$ cat config.mk
export PLATFORM = sky130hd
export DESIGN_NAME = spectrum_peak_search
export DESIGN_NICKNAME = d
export VERILOG_FILES = /design/src/rtl/spectrum_peak_search.sv
export SDC_FILE = /design/constraint.sdc
export NUM_CORES = 1
export LEC_CHECK = 0
export CAP_MARGIN = 15
export CORE_UTILIZATION = 56
export DETAILED_ROUTE_END_ITERATION = 16
export DONT_BUFFER_PORTS = 1
export GPL_ROUTABILITY_DRIVEN = 0
export PLACE_DENSITY = 0.71
export SLEW_MARGIN = 25
export SYNTH_ARGS = -nofsm -noshare
export SYNTH_HDL_FRONTEND = slang
export SYNTH_SLANG_ARGS = --single-unit
export TNS_END_PERCENT = 50
$ cat constraint.sdc
create_clock -name clk -period 5.3 [get_ports clk]
set_input_delay 0.53 -clock clk [delete_from_list [all_inputs] [get_ports clk]]
set_output_delay 0.53 -clock clk [all_outputs]
set_load 0.005 [all_outputs]
$ cat src/rtl/spectrum_peak_search.sv
// rtl/spectrum_peak_search.sv - per-frame maximum-bin search with left/right neighbour capture
//
// Scans a stream of non-negative IEEE-754 single magnitude-squared bins per frame.
// The frame ends at the sample cycle flagged by frame_last. One cycle later it
// reports the peak bin, its position and the samples on either side of it in stream order.
//
// Ports:
//   clk, rst_n         clock, asynchronous active-low reset
//   sel_data           selected bin value (sign bit ignored), qualified by sel_en
//   sel_en             sample strobe
//   sel_position       bin index of sel_data
//   frame_last         one-cycle end-of-frame pulse (may coincide with a sample)
//   peak_value         maximum bin value of the last completed frame
//   peak_position      bin index of peak_value
//   peak_left          sample before the peak, 0 if the peak was first
//   peak_right         sample after the peak, 0 if the peak was last
//   peak_valid         one-cycle pulse when the result registers update
//   frame_empty        result came from a frame with no samples
//   busy               a frame is in progress
//
// Optional build macro PEAK_SEARCH_THRESHOLD_EN adds:
//   peak_threshold     input, peak must exceed this key to count as found
//   peak_found         output, registered with peak_valid; position forced to 0 when clear

module spectrum_peak_search #(
    parameter int DATA_W = 32,
    parameter int POS_W  = 8
) (
    input  logic              clk,
    input  logic              rst_n,
    input  logic [DATA_W-1:0] sel_data,
    input  logic              sel_en,
    input  logic [POS_W-1:0]  sel_position,
    input  logic              frame_last,
`ifdef PEAK_SEARCH_THRESHOLD_EN
    input  logic [DATA_W-1:0] peak_threshold,
    output logic              peak_found,
`endif
    output logic [DATA_W-1:0] peak_value,
    output logic [POS_W-1:0]  peak_position,
    output logic [DATA_W-1:0] peak_left,
    output logic [DATA_W-1:0] peak_right,
    output logic              peak_valid,
    output logic              frame_empty,
    output logic              busy
);

    // Clearing the sign bit makes the unsigned integer order match float order.
    localparam logic [DATA_W-1:0] KEY_MASK  = {1'b0, {(DATA_W-1){1'b1}}};
    localparam logic [POS_W:0]    COUNT_MAX = '1;

    typedef enum logic [1:0] {IDLE, SEARCH, RIGHT} state_t;

    state_t            state, n_state;
    logic [DATA_W-1:0] cand_value, n_value;
    logic [POS_W-1:0]  cand_pos, n_pos;
    logic [DATA_W-1:0] cand_left, n_left;
    logic [DATA_W-1:0] cand_right, n_right;
    logic [DATA_W-1:0] prev, n_prev;
    logic [POS_W:0]    count, n_count;
    logic [DATA_W-1:0] sample;
    logic              greater;
    logic              empty_now;

    // Next candidate state including this cycle's sample; the frame_last cycle
    // reports from these values so the result appears with one cycle of latency.
    always_comb begin
        sample    = sel_data & KEY_MASK;
        greater   = sample > cand_value;
        n_state   = state;
        n_value   = cand_value;
        n_pos     = cand_pos;
        n_left    = cand_left;
        n_right   = cand_right;
        n_prev    = prev;
        n_count   = count;
        if (sel_en) begin
            n_prev = sample;
            if (count != COUNT_MAX) begin
                n_count = count + 1'b1;
            end
            case (state)
                IDLE: begin
                    n_value = sample;
                    n_pos   = sel_position;
                    n_left  = '0;
                    n_right = '0;
                    n_state = RIGHT;
                end
                SEARCH: begin
                    if (greater) begin
                        n_value = sample;
                        n_pos   = sel_position;
                        n_left  = prev;
                        n_state = RIGHT;
                    end
                end
                RIGHT: begin
                    // Strictly greater only: a tie keeps the earlier candidate.
                    if (greater) begin
                        n_value = sample;
                        n_pos   = sel_position;
                        n_left  = prev;
                    end else begin
                        n_right = sample;
                        n_state = SEARCH;
                    end
                end
                default: n_state = IDLE;
            endcase
        end
        empty_now = (count == '0) && !sel_en;
    end

`ifdef PEAK_SEARCH_THRESHOLD_EN
    logic found_now;
    assign found_now = !empty_now && (n_value > (peak_threshold & KEY_MASK));
`endif

    always_ff @(posedge clk or negedge rst_n) begin
        if (!rst_n) begin
            state         <= IDLE;
            cand_value    <= '0;
            cand_pos      <= '0;
            cand_left     <= '0;
            cand_right    <= '0;
            prev          <= '0;
            count         <= '0;
            peak_value    <= '0;
            peak_position <= '0;
            peak_left     <= '0;
            peak_right    <= '0;
            peak_valid    <= 1'b0;
            frame_empty   <= 1'b0;
            busy          <= 1'b0;
`ifdef PEAK_SEARCH_THRESHOLD_EN
            peak_found    <= 1'b0;
`endif
        end else begin
            peak_valid <= frame_last;
            if (frame_last) begin
                state      <= IDLE;
                cand_value <= '0;
                cand_pos   <= '0;
                cand_left  <= '0;
                cand_right <= '0;
                prev       <= '0;
                count      <= '0;
                busy       <= 1'b0;
                if (empty_now) begin
                    peak_value    <= '0;
                    peak_position <= '0;
                    peak_left     <= '0;
                    peak_right    <= '0;
                    frame_empty   <= 1'b1;
                end else begin
                    peak_value    <= n_value;
                    peak_position <= n_pos;
                    peak_left     <= n_left;
                    // Ending in RIGHT means the peak was the last sample.
                    peak_right    <= (n_state == RIGHT) ? '0 : n_right;
                    frame_empty   <= 1'b0;
                end
`ifdef PEAK_SEARCH_THRESHOLD_EN
                peak_found <= found_now;
                if (!found_now) begin
                    peak_position <= '0;
                end
`endif
            end else begin
                state      <= n_state;
                cand_value <= n_value;
                cand_pos   <= n_pos;
                cand_left  <= n_left;
                cand_right <= n_right;
                prev       <= n_prev;
                count      <= n_count;
                busy       <= (n_state != IDLE);
            end
        end
    end

endmodule

After elaboration in Yosys (flattened, before gate mapping) --
Index checks and enable logic that the tools add are counted.
Word-level totals: output and inout port bits 107, register bits 254, word-level logic and storage cells 62, bits of input ports 44
Cells by class: $add $sub $neg 1, reduce and logical (&&, ||, !) cells 9, eq/ne operators 4, multiplexer cells 33, $lt $le $gt $ge 1
Operators with widths (count):
- 2-to-1 mux 32 bit | 15
- one-hot mux 32 bit (2 select lines) | 3
- > comparator 31 x 32 -> 1 bit | 1
- 2-to-1 mux 8 bit | 4
- 2-to-1 mux 9 bit | 3
- one-hot mux 8 bit (2 select lines) | 1
- adder 9 x 1 -> 9 bit, second input constant | 1
- zero test 9 bit | 1
- != test 9 bit, second input constant | 1
- 2-to-1 mux 2 bit | 4
- one-hot mux 2 bit (3 select lines) | 1
- nonzero test 2 bit | 3
- == test 2 bit, second input constant | 2
- == test 2 x 1 -> 1 bit, second input constant | 1
- zero test 2 bit | 1
- 2-to-1 mux 1 bit | 2
- AND reduction 2 bit | 1
- OR reduction 2 bit | 1
- logical AND 1 bit | 1
- zero test 1 bit | 1

Depth between registers and ports, before layout --
Gate-level depths: netlist of the first run.
depth in word-level cells 7, gate-level depth with buffers 12, gate-level depth less buffers 9

Least setup slack after synthesis of the first run --
Ideal clock, no wire load.
path kind input-to-reg, from input sel_data[9], to register peak_right[23], arrival time 2515 ps, buffers on the path 2, setup slack 2645 ps, required time 5160 ps, library setup time 140 ps, stages 10, path through ha_1 a21oi_1 o21ai_1 a221oi_1 a31oi_4 or2_1 buf_4 buf_4 a311oi_1 o32ai_1
On the way: cells in the longest elaborated chain, start to end 7, elaborated cells on any way between the ends 11, those cells by class order compare (1); eq/ne (1); mux (9)
Ends and longest elaborated chain:
- from (decl) | line 31 | input logic [DATA_W-1:0] sel_data,
- > comparator 31 x 32 -> 1 bit (*) | line 69 | greater = sample > cand_value;
- 2-to-1 mux 2 bit, on equally long branches | line 100, 91
- one-hot mux 2 bit (3 select lines) | line 82 | case (state)
- 2-to-1 mux 2 bit | line 77 | if (sel_en) begin
- == test 2 bit | line 161 | peak_right <= (n_state == RIGHT) ? '0 : n_right;
- 2-to-1 mux 32 bit (*) | line 161
- 2-to-1 mux 32 bit (*) | line 150 | if (empty_now) begin
- to (signal assigned) | line 161
- to (decl) | line 42 | output logic [DATA_W-1:0] peak_right,
Every way passes the cells marked *; elsewhere a longest branch is shown, timed or not. A chain may end at the register's enable or synchronous reset.

Worst setup path after layout of the first run --
from register cand_value[29], to register peak_right[16]
On the way: cells in the longest elaborated chain, start to end 7, elaborated cells on any way between the ends 11, those cells by class order compare (1); eq/ne (1); mux (9)
Ends and longest elaborated chain:
- from (decl) | line 55 | logic [DATA_W-1:0] cand_value, n_value;
- from (signal assigned) | line 172 | cand_value <= n_value;
- > comparator 31 x 32 -> 1 bit (*) | line 69
- 2-to-1 mux 2 bit, on equally long branches | line 100, 91
- one-hot mux 2 bit (3 select lines) | line 82
- 2-to-1 mux 2 bit | line 77
- == test 2 bit | line 161
- 2-to-1 mux 32 bit (*) | line 161
- 2-to-1 mux 32 bit (*) | line 150
Marks and branches as above.

==> results.ini, run 1 <==
[timing]
skew_ns = 0.0177
grt_setup_unrepaired = false
fin_setup_tns_ns = 0
setup_violations = 0
timing.final.crit_share_pct = 71.9
drv_slew = 0
max_freq_mhz = 262
maxSlewHeadroom_pct = 33.4
worst_pin_slew_ns = 0.998
period_needed_ns = 3.81
worst_hold_slack_ns = -0.307
final_hold_viol_count = 253

[grt]
grt_pass1_vias = 9006
track_usage_pct = 27.5
grt_pass1_wl_mm = 49.3
antenna_found_initial = 0
overflow = 0
grt_max_degree = 254

[cells_and_area]
final_util_pct = 60.8
stdcell_area_mm2 = 0.0132
diodes = 0
n_fill_cell = 1797
final_layout_size_suffix_gt1_share_pct = 7.83
syn_to_final_growth_pct = 6.63
multiInputGateArea_mm2 = 0.00533
nets = 1253
ff_latch_area_mm2 = 0.00633

[drt]
drt_wl_total_mm = 31.0
vias_per_cell = 6.41
avgRoutedWirePerCell_um = 21.1
dr.pass1.iters = 5
drc = 0
ant_nets = 0
drt-initial-drc-count = 530
vias = 9406

[floorplanning]
dieWidth_um = 151
io_pins = 151
coreArea_mm2 = 0.0218
die_h_um = 151
num_rows = 54
initial_core_util_pct = 57.0
dieArea_mm2 = 0.0228

[cts]
numCtsBuffers = 26
cts_tree = done
ctsLongestPathBuffers = 3
cts_resized = 0
clkLatencyLatePin_ns = 0.53
cts.clk_slew.worst_paths_ns = 0.06
cts_root_buf = clkbuf_16
post_cts_buffers = 0
cts.sinks = 253
cts-htree-levels = 1

[logic_synthesis]
ys_types = 52
synth_edf_count = 0
syn_area_per_cell_um2 = 9.97
synthFlopType = dfrtp_1
synth_async_sr_flop_share_pct = 100
yosysWarnings = 0
netlist_instances = 1244
ys_seq_elements = 253
netlist_area_mm2 = 0.0124
seq_area_frac_synth_pct = 51.0
syn_nets = 1326

[worst_setup_path]
endpoint_kind = flop
crit_arrival_ns = 4.18
cpMaxStageDelayCell = a21oi_4
cp.required_ns = 5.67
worstPathMaxFanout = 49
reg2reg_slack_ns = 1.49
path_cells = inv_1 -> ha_1 -> nand4b_4 -> nor3_1 -> a2bb2oi_1 -> a21oi_4 -> buf_4 -> o21ai_0 -> a221oi_4 -> buf_4 -> o32ai_1
max_stage_delay_ns = 0.70
crit_type = reg2reg
startpoint_type = flop
crit_top_cell = buf_4

[power]
finalPower_mw = 4.48
switching_power_mw = 1.18
p_comb_share_pct = 12.3
ir_drop_mv = 0.226
intPower_mw = 3.30
pwr-share-clk_pct = 40.6
p_seq_share_pct = 47.1
p_leak_nw = 5.64
sw_frac_of_total_pct = 26.3
cellPowerDensity_mw_per_mm2 = 338

[outcome]
violations = negative hold slack
status = finished, violations left

[flow_run]
drv_cap = 0

[placed_design]
place_area_mm2 = 0.0124
io_buffers = 0
dpl.hpwl_mm = 18.7

[min_path]
hp-class = in2async

## metal layers
| metal | vias to the layer above | global-route usage [%] | routed length [um] |
|---|---|---|---|
| li1 | 4366 | - | - |
| met1 | 4660 | 41.6 | 14400 |
| met2 | 323 | 40.3 | 13400 |
| met3 | 57 | 5.33 | 2400 |
| met4 | 0 | 7.40 | 820 |
| met5 | - | 0 | 0 |
## power by group through the flow
stage | Combinational (mW) | Sequential (mW) | Clock [mW]
final | 0.551 | 2.11 | 1.82
after global routing | 0.609 | 2.12 | 1.93
after CTS | 0.549 | 2.11 | 1.85
after detailed placement | 0.547 | 2.14 | 0
after global placement | 0.531 | 2.14 | 0
after floorplan | 0.463 | 2.12 | 0
## registers in the layout, indices dropped and copies added (netlist names)
register and flops:
cand_left 32, cand_right 32, cand_value 32, peak_left 32, peak_right 32, peak_value 32
prev 31, count 9, cand_pos 8, peak_position 8, state 2, busy 1
frame_empty 1, peak_valid 1
## critical path: cells and delay by family (launching register included)
kind,cells,cell delay (ns)
and+or+nand+nor,2,0.36
adders and majority gates,1,0.33
buffers and inverters,3,1.02
DFF,1,0.38
AOI/OAI and AO/OA,5,1.54
## synthesized netlist by cell type, types with 2 or more instances
cell	n	share of area [%]
a32o_1	2	0.16
a21oi_1	24	0.97
and2_1	36	1.8
mux2i_1	32	2.6
o21ai_0	8	0.32
buf_1	4	0.12
o221ai_1	2	0.14
nor2b_1	3	0.15
a2bb2oi_1	2	0.14
nand4_1	9	0.45
o32ai_1	32	2.3
inv_1	70	2.1
clkbuf_1	86	2.6
xor2_1	6	0.42
nand2_1	154	4.7
buf_4	12	0.73
nor4_1	3	0.15
buf_6	6	0.54
o41ai_1	28	2.0
a31oi_1	37	1.9
a311oi_1	31	2.2
o221a_1	4	0.36
a21o_1	2	0.12
buf_2	7	0.28
nor2_1	150	4.5
o21a_1	2	0.12
o221a_2	27	2.5
nor3_1	32	1.3
o211ai_1	2	0.12
ha_1	38	3.8
o2bb2ai_1	68	4.8
nand2b_1	4	0.20
dfrtp_1	253	51
and3_1	4	0.20
a22oi_1	37	2.2
o31ai_1	10	0.61
nand3_1	2	0.081
## final timing paths
check                                    start              to  depth (start not counted)
worst max-delay path            cand_value[29]  peak_right[16]                         11
max in group asynchronous                rst_n  cand_value[22]                          0
worst min register to register   peak_left[11]   peak_left[11]                          1
min in group clk                    frame_last      peak_valid                          0
worst min-delay path                     rst_n   peak_left[28]                          0
worst max register to register  cand_value[29]  peak_right[16]                         11
## stage by stage
stage                     instances  setup slack, ns
after floorplan                1244             2.64
after global placement         1423             1.41
after detailed placement       1423             1.37
after CTS                      1468             1.51
after global routing           1468             1.24
final                          1468             1.49
## area by class of cell
type,instances,share of cell area (%)
clock inverters,4,0.340
multi-input cells,806,40.3
inverters,70,1.99
clock buffers,41,6.11
repair buffers,14,0.794
well taps,280,2.65
flip-flops and latches,253,47.9
## layout by cell type, fill, tap and decap left out, types with 23 or more instances in the layout
cell type / netlist / layout
inv_1: 70 / 69
a31oi_1: 37 / 37
clkbuf_16: 0 / 27
nand2_1: 154 / 153
o221a_2: 27 / 27
a22oi_1: 37 / 37
nor3_1: 32 / 32
o41ai_1: 28 / 28
ha_1: 38 / 37
o32ai_1: 32 / 32
dfrtp_1: 253 / 253
nor2_1: 150 / 150
mux2i_1: 32 / 32
a311oi_1: 31 / 31
and2_1: 36 / 35
o2bb2ai_1: 68 / 68
a21oi_1: 24 / 23
## logic make-up after synthesis
| logic type | Yosys count | synth area share [%] |
|---|---|---|
| XOR/XNOR | 7 | 0.494 |
| AND/OR/NAND/NOR | 405 | 14.2 |
| multiplexers | 32 | 2.58 |
| AO/OA/AOI/OAI | 324 | 21.5 |
| adder cells (fa/ha/maj) | 38 | 3.83 |
| buffers and inverters | 185 | 6.39 |
| flip-flops | 253 | 51.0 |
No activity file was read; power rests on OpenSTA's default activity.
==> run 2: changes to the inputs <==
PLACE_DENSITY = 0.74   (was 0.71)
clock period = 3.1 ns   (was 5.3 ns; I/O delays follow)
==> results.ini, run 2 (synthesis gave the netlist of run 1 again) <==
[timing]
grt_setup_unrepaired = false  ; unchanged
timing.final.crit_share_pct = 95.7  ; was 71.9%
worst_hold_slack_ns = -0.524  ; was -0.307 ns
final_hold_viol_count = 253  ; unchanged
maxSlewHeadroom_pct = 41.3  ; was 33.4%
skew_ns = 0.00817  ; was 0.0177 ns
max_freq_mhz = 337  ; was 262 MHz
period_needed_ns = 2.97  ; was 3.81 ns
fin_setup_tns_ns = 0  ; unchanged
worst_pin_slew_ns = 0.880  ; was 0.998 ns
setup_violations = 0  ; unchanged
drv_slew = 0  ; unchanged

[cells_and_area]
mostFrequentLayoutCells = 253 x dfrtp_1, 153 x nand2_1, 150 x nor2_1  ; unchanged
final_common_cell = dfrtp_1  ; unchanged
diodes = 0  ; unchanged
multiInputGateArea_mm2 = 0.00538  ; was 0.00533 mm^2
nets = 1325  ; was 1253
ff_latch_area_mm2 = 0.00633  ; unchanged
n_fill_cell = 1705  ; was 1797
final_layout_size_suffix_gt1_share_pct = 10.2  ; was 7.83%
syn_to_final_growth_pct = 13.9  ; was 6.63%
final_cells = 1541  ; was 1468

[grt]
track_usage_pct = 29.6  ; was 27.5%
grt_pass1_vias = 9819  ; was 9006
overflow = 0  ; unchanged
use_met1_pct = 42.4  ; was 41.6%
grt-busiest-layer = met2  ; was met1
antenna_found_initial = 0  ; unchanged
grt_util_met3_pct = 7.86  ; was 5.33%
grt_pass1_wl_mm = 52.8  ; was 49.3 mm
grt_max_degree = 254  ; unchanged
met2_usage_pct = 43.7  ; was 40.3%

[cts]
clkLatencyLatePin_ns = 0.53  ; about the same
ctsHoldBuffers = 53
cts.clk_slew.worst_paths_ns = 0.06  ; about the same
cts_root_buf = clkbuf_16  ; unchanged
cts.sinks = 253  ; unchanged
post_cts_buffers = 0  ; unchanged
numCtsBuffers = 27  ; was 26
cts_tree = done  ; unchanged
ctsLongestPathBuffers = 3  ; unchanged
cts-htree-levels = 1  ; unchanged

[drt]
vias_per_cell = 6.42  ; was 6.41
ant_nets = 0  ; unchanged
dr.pass1.iters = 5  ; unchanged
avgRoutedWirePerCell_um = 21.6  ; was 21.1 um
vias = 9893  ; was 9406
drc = 0  ; unchanged
drt-initial-drc-count = 719  ; was 530
drt_wl_total_mm = 33.3  ; was 31.0 mm

[worst_setup_path]
startpoint_type = flop  ; unchanged
cp.required_ns = 3.47  ; was 5.67 ns
worstPathMaxFanout = 32  ; was 49
cpMaxStageDelayCell = a311oi_1  ; was a21oi_4
crit_arrival_ns = 3.34  ; was 4.18 ns
path_cells = inv_1 -> ha_1 -> nand4_1 -> nor4_1 -> buf_4 -> nand2b_1 -> a31oi_4 -> or2_2 -> buf_12 -> a311oi_1 -> o32ai_1  ; was inv_1 -> ha_1 -> nand4b_4 -> nor3_1 -> a2bb2oi_1 -> a21oi_4 -> buf_4 -> o21ai_0 -> a221oi_4 -> buf_4 -> o32ai_1
crit_type = reg2reg  ; unchanged
max_stage_delay_ns = 0.41  ; was 0.70 ns
endpoint_kind = flop  ; unchanged

[min_path]
hp-class = in2async  ; unchanged

[floorplanning]
dieWidth_um = 151  ; unchanged
die_h_um = 151  ; unchanged
initial_core_util_pct = 57.0  ; unchanged
dieArea_mm2 = 0.0228  ; unchanged
num_rows = 54  ; unchanged
io_pins = 151  ; unchanged
coreArea_mm2 = 0.0218  ; unchanged

[flow_run]
drv_cap = 0  ; unchanged

[outcome]
status = finished, violations left  ; unchanged
violations = negative hold slack  ; unchanged

[power]
finalPower_mw = 8.01  ; was 4.48 mW
ir_drop_mv = 0.327  ; was 0.226 mV
p_leak_nw = 6.06  ; was 5.64 nW
cellPowerDensity_mw_per_mm2 = 567  ; was 338 mW/mm^2

[placed_design]
dpl.hpwl_mm = 19.2  ; was 18.7 mm
io_buffers = 0  ; unchanged
dp_cells = 1441  ; was 1423

## run 2: final cells by class
class                   count  area share [%]
repair buffers             85            6.36
clock inverters            12           0.930
clock buffers              35            5.49
well taps                 280            2.48
flip-flops and latches    253            44.8
multi-input cells         806            38.1
inverters                  70            1.86
## run 2: worst paths after layout
path | cells past startpoint | to | from | slack, ns
min in group clk | 2 | cand_pos[3] | sel_position[3] | 0.01
max | 11 | peak_right[15] | cand_value[14] | 0.13
min reg2reg | 1 | peak_left[4] | peak_left[4] | 0.51
min | 0 | peak_position[3] | rst_n | -0.52
max in group asynchronous | 0 | cand_right[12] | rst_n | 3.17
max reg2reg | 11 | peak_right[15] | cand_value[14] | 0.13
## run 2: metrics by stage
stage	utilization, %	setup slack, ns	hold slack [ns]	area (um^2)
3_3_place_gp	57.9	0.171	0.0236	12600
5_1_grt	64.9	0.00239	-0.537	14100
3_5_place_dp	57.9	0.140	0.0252	12600
4_1_cts	64.7	0.125	-0.532	14100
2_1_floorplan	-	0.614	0.0144	12400
6_report	64.9	0.134	-0.524	14100
## run 2: where the power goes
part / total, mW / switching, mW / leakage [nW] / internal (mW)
Combinational: 1.13 / 0.719 / 2.17 / 0.413
Sequential: 3.61 / 0.133 / 3.45 / 3.48
Clock: 3.27 / 1.34 / 0.449 / 1.93
Total: 8.01 / 2.19 / 6.06 / 5.82
## run 2: worst max-delay path, delay by kind of cell, from the launching register on
| kind | cells | cell delay (ns) |
|---|---|---|
| compound gates | 3 | 0.64 |
| fa+ha+maj | 1 | 0.33 |
| buf+inv | 3 | 0.42 |
| flops | 1 | 0.35 |
| simple gates | 4 | 1.04 |
## run 2: timing repair
item	CTS	global route
setup endpoints to repair	0	12
endpoints found under the hold margin	434	253
gates resized for setup	0	11
## run 2: metal layers
layer	up-vias	share of wire, %
met1	4895	44
met2	417	44
met4	0	2.6
met5	-	0
met3	75	9.9
li1	4506	-
==> RTL change 1 (flow settings as in run 2) <==
Add a define of `PEAK_SEARCH_THRESHOLD_EN`.
--- a/src/rtl/spectrum_peak_search.sv
+++ b/src/rtl/spectrum_peak_search.sv
@@ -22,4 +22,6 @@
 //   peak_threshold     input, peak must exceed this key to count as found
 //   peak_found         output, registered with peak_valid; position forced to 0 when clear
+
+`define PEAK_SEARCH_THRESHOLD_EN
 
 module spectrum_peak_search #(
Interface: changed (added peak_found and peak_threshold); port bits go from 151 to 184. No check against the original RTL was run, so the function may have changed too.
==> RTL change 1 against run 2 <==
The run ends with hold timing, setup timing left; maximum frequency shrank 36%; sequential power hardly changed; design area is 19% higher; routed wire length is 26% higher; clock skew up 0.018 ns; setup slack worse by 1.7 ns; core utilization grew 11 points; sequential cell count up 1; synthesized area grew 3.3%; count of clock-buffer cells in the layout is 7 higher; final cell count is 14% higher; total power rose by 8.4%; highest routed layer unchanged.
==> RTL change 1: results (changes against run 2) <==
timing:
  finalSetupViolCount: 99  # was 0
  finClkSkew_ns: 0.0263  # was 0.00817 ns
  whs_ns: -0.531  # was -0.524 ns
  finalWorstSetupSlack_ns: -1.56  # was 0.134 ns
  hold_viol: 294  # was 253
placed_design:
  placed_area_um2: 13600  # was 12600 um^2
critical_path:
  worstPathMaxFanout: 8  # was 32
  reg2reg_depth: 24  # was 11
  reg2reg_to: "peak_position[5]"  # was peak_right[15]
  r2r_start: "cand_value[22]"  # was cand_value[14]
global_route:
  grt_max_degree: 255  # was 254
  grt_pass1_vias: 10705  # was 9819
  grt_pass1_wl_mm: 57.0  # was 52.8 mm
synthesis:
  yosys-top-cells-area: "dfrtp_1 50%, ha_1 6.7%, inv_1 4.7%"  # was dfrtp_1 51%, o2bb2ai_1 4.8%, nand2_1 4.7%
  muxShareOfSynthArea_pct: 2.50  # was 2.58%
  postSynthAreaPerCell_um2: 9.97  # about the same
  synth_xor_area_share_pct: 0.479  # was 0.494%
  seq_area_frac_synth_pct: 49.6  # was 51.0%
  ys_types: 51  # was 52
run_status:
  status: "complete, but fails checks"  # unchanged
  violations: "hold timing, setup timing"  # was hold timing
clocking:
  hold_buffers: 84  # was 53
  numCtsBuffers: 26  # was 27
  cts-resized-gates: 12  # was 0
detailed_routing:
  via_per_inst: 6.53  # was 6.42
  drt_iter0_drc: 1047  # was 719
  drt_pre_antenna_iters: 7  # was 5
  wl_met1_mm: 16.2  # was 14.6 mm
  route.met2.wl_mm: 19.1  # was 14.5 mm
finish:
  final_nets: 1597  # was 1325
power:
  ir_drop_mv: 0.415  # was 0.327 mV
==> RTL change 1: stage by stage <==
step / power [mW] / worst slack [ns] / setup TNS [ns] / hold WS, ns
finish: 8.69 / -1.56 / -33.38 / -0.531
global route: 8.95 / -1.66 / -39.71 / -0.548
CTS: 8.20 / -1.30 / -16.17 / -0.533
detailed placement: 4.82 / -1.39 / -25.43 / 0.0226
global placement: 4.78 / -1.25 / -18.33 / 0.0277
floorplan: 4.45 / -0.932 / -8.37 / 0.0144
==> RTL change 1: cell type report <==
type,count,area [um^2],area share [%]
flip-flops and latches,254,6360,37.7
well taps,280,350,2.08
clock buffers,42,822,4.88
inverters,162,611,3.62
clock inverters,5,78.8,0.468
repair buffers,230,2330,13.8
multi-input cells,778,6310,37.4
==> RTL change 1: per-layer routing <==
metal,GRT usage [%],vias to the layer above
met5,0,-
met4,13.8,0
met3,8.08,202
met2,46.2,649
met1,41.4,5670
li1,-,4906
==> RTL change 1: worst max-delay path: stages, from the launching register on <==
cell	delay (ns)
dfrtp_1	0.38
inv_1	0.13
ha_4	0.22
nand4_1	0.19
nor4_4	0.08
a22oi_1	0.22
o211ai_1	0.15
buf_4	0.19
o21a_4	0.23
a21oi_4	0.16
nor2_2	0.06
buf_6	0.14
buf_6	0.12
a22o_1	0.21
ha_2	0.18
a21o_1	0.20
a21o_1	0.18
a21oi_1	0.17
o21ai_1	0.10
a22o_1	0.22
or4_4	0.48
a22oi_2	0.16
buf_6	0.16
clkbuf_16	0.15
o22ai_1	0.06
==> RTL change 1: cells by family after synthesis <==
| group | after synthesis |
|---|---|
| AOI/OAI and AO/OA | 363 |
| xor gates and xnor gates | 7 |
| adders and majority gates | 69 |
| buffers and inverters | 253 |
| DFF | 254 |
| muxes | 32 |
| and+or+nand+nor | 307 |
==> RTL change 2 (config.mk and constraints of run 2) <==
Made on the original files. Re-encode `state_t` (3 states) as one-hot, 3 bits wide.
--- a/src/rtl/spectrum_peak_search.sv
+++ b/src/rtl/spectrum_peak_search.sv
@@ -50,5 +50,5 @@
     localparam logic [POS_W:0]    COUNT_MAX = '1;
 
-    typedef enum logic [1:0] {IDLE, SEARCH, RIGHT} state_t;
+    typedef enum logic [2:0] {IDLE = 3'b001, SEARCH = 3'b010, RIGHT = 3'b100} state_t;
 
     state_t            state, n_state;
Behaviour: same outputs for any inputs over 4 cycles, from zero or initial values and one cycle with rst_n low; so few cycles prove little.
==> RTL change 2 against run 2 <==
The flow still finishes with violations (hold timing); final cell count down 17%; core utilization up 1.5 points; worst hold slack better by 0.0017 ns; total power up 0.29%; critical endpoint is now peak_value[21]; synthesized area down 7.6%; die area down 7.5%; design area down 6.9%; largest cell class unchanged; routed wire length down 14%; sequential cell count up 1; clock skew up 0.0020 ns; setup slack worse by 0.0033 ns.
==> RTL change 2: results (changes against run 2) <==
run_status:
  status: "complete, but fails checks"  # unchanged
  violations: "hold timing"  # unchanged
detailed_routing:
  routedWlPerCell_um: 22.5  # was 21.6 um
  drt_iter0_drc: 565  # was 719
  vias: 8048  # was 9893
  drt_pre_antenna_iters: 4  # was 5
power:
  netSwitchingFraction_pct: 25.2  # was 27.3%
placed_design:
  placedCellCount: 1179  # was 1441
  placed_area_um2: 11700  # was 12600 um^2
  hpwl_mm: 16.6  # was 19.2 mm
synthesis:
  postSynthAreaPerCell_um2: 11.9  # was 9.97 um^2
  synthAdderAreaFrac_pct: 3.71  # was 3.83%
  yosys-top-cells-area: "dfrtp_1 55%, mux2i_1 6.4%, a221o_1 5.2%"  # was dfrtp_1 51%, o2bb2ai_1 4.8%, nand2_1 4.7%
  seq_area_frac_synth_pct: 55.5  # was 51.0%
  synth_compound_area_share_pct: 17.7  # was 21.5%
  yosys-top-cells-count: "253 x dfrtp_1, 95 x nor2_1, 73 x mux2i_1, 63 x nor2b_1, 60 x a221o_1"  # was 253 x dfrtp_1, 154 x nand2_1, 150 x nor2_1, 86 x clkbuf_1, 70 x inv_1
  muxShareOfSynthArea_pct: 6.38  # was 2.58%
  synth_fp_nets: 1044  # was 1326
global_route:
  grt_usage_pct: 27.4  # was 29.6%
  grt_pass1_vias: 8085  # was 9819
  grt.met3_usage_pct: 5.57  # was 7.86%
  grt_pass1_wl_mm: 45.6  # was 52.8 mm
  grt_max_degree: 255  # was 254
finish:
  final_nets: 1065  # was 1325
  fillers: 1465  # was 1705
  fin_cells: 1272  # was 1541
  drive_above_1_share_pct: 10.6  # was 10.2%
timing:
  whs_ns: -0.522  # was -0.524 ns
  tightest_slew_ns: 0.678  # was 0.880 ns
  finClkSkew_ns: 0.0102  # was 0.00817 ns
  hold_viol: 254  # was 253
critical_path:
  worstPathMaxFanout: 8  # was 32
  cp-startpoint: "cand_value[5]"  # was cand_value[14]
clocking:
  hold_buffers: 43  # was 53
  clockBufferDepth: 3  # unchanged
==> RTL change 2: changes by cell type after synthesis, moves of 37 or more <==
cell            run 2  this run
a221o_1             0        60
a31oi_1            37         0
mux2i_1            32        73
nand2_1           154        12
nor2_1            150        95
nor2b_1             3        63
==> RTL change 2: area by class of cell <==
| class | count | area (um^2) | share of cell area, % |
|---|---|---|---|
| multi-input cells | 597 | 4620 | 35.1 |
| repair buffers | 74 | 764 | 5.81 |
| clock inverters | 15 | 210 | 1.60 |
| flip-flops and latches | 254 | 6360 | 48.3 |
| well taps | 265 | 332 | 2.52 |
| inverters | 34 | 129 | 0.980 |
| clock buffers | 33 | 738 | 5.61 |
==> RTL change 2: worst max-delay path: stages (launching register included) <==
cell,delay (ns)
dfrtp_1,0.36
inv_1,0.05
ha_1,0.29
a21oi_1,0.14
o21ai_0,0.17
a221oi_2,0.27
or3b_1,0.42
a211oi_4,0.33
buf_4,0.20
buf_6,0.18
mux2i_2,0.31
o2bb2ai_1,0.12
==> RTL change 2: worst min path at each step <==
stage,from,endpoint
floorplan,rst_n,busy
global placement,rst_n,peak_left[7]
detailed placement,rst_n,peak_left[7]
CTS,rst_n,cand_value[7]
global route,rst_n,peak_left[6]
finish,rst_n,peak_left[4]
==> RTL change 2: timing repair <==
item,in CTS,in global routing
setup endpoints to repair,0,122
buffers inserted,0,2
gates resized for setup,0,13
hold endpoints to repair,407,254
==> RTL change 2: stage by stage <==
| step | TNS [ns] | util (%) | power, mW | setup slack (ns) |
|---|---|---|---|---|
| after global placement | 0 | 59.0 | 4.51 | 0.190 |
| after global routing | -0.182 | 66.5 | 8.33 | -0.0252 |
| final | 0 | 66.5 | 8.03 | 0.131 |
| after CTS | 0 | 66.1 | 8.05 | 0.0887 |
| after detailed placement | 0 | 59.0 | 4.54 | 0.137 |
| after floorplan | 0 | - | 4.35 | 0.567 |
==> RTL change 2: kinds of logic (layout without fill, tap and decap cells) <==
logic type / Yosys count / count (layout)
and+or+nand+nor: 245 / 245
muxes: 73 / 73
xor gates and xnor gates: 9 / 9
AOI/OAI and AO/OA: 236 / 236
adders and majority gates: 34 / 34
DFF: 254 / 254
buffers and inverters: 115 / 156
==> RTL change 2: power groups by stage <==
stage | Combinational (mW) | Clock (mW) | Sequential, mW
floorplan | 0.701 | 0 | 3.65
global placement | 0.820 | 0 | 3.69
detailed placement | 0.845 | 0 | 3.69
CTS | 0.960 | 3.46 | 3.63
global route | 1.08 | 3.59 | 3.66
finish | 0.999 | 3.39 | 3.64
==> RTL change 2: routing by layer <==
layer	wire, um	vias up	part of all wire, %
met1	12500	4156	44
met5	0	-	0
met2	13600	257	47
li1	-	3585	-
met4	681	0	2.4
met3	1830	50	6.4
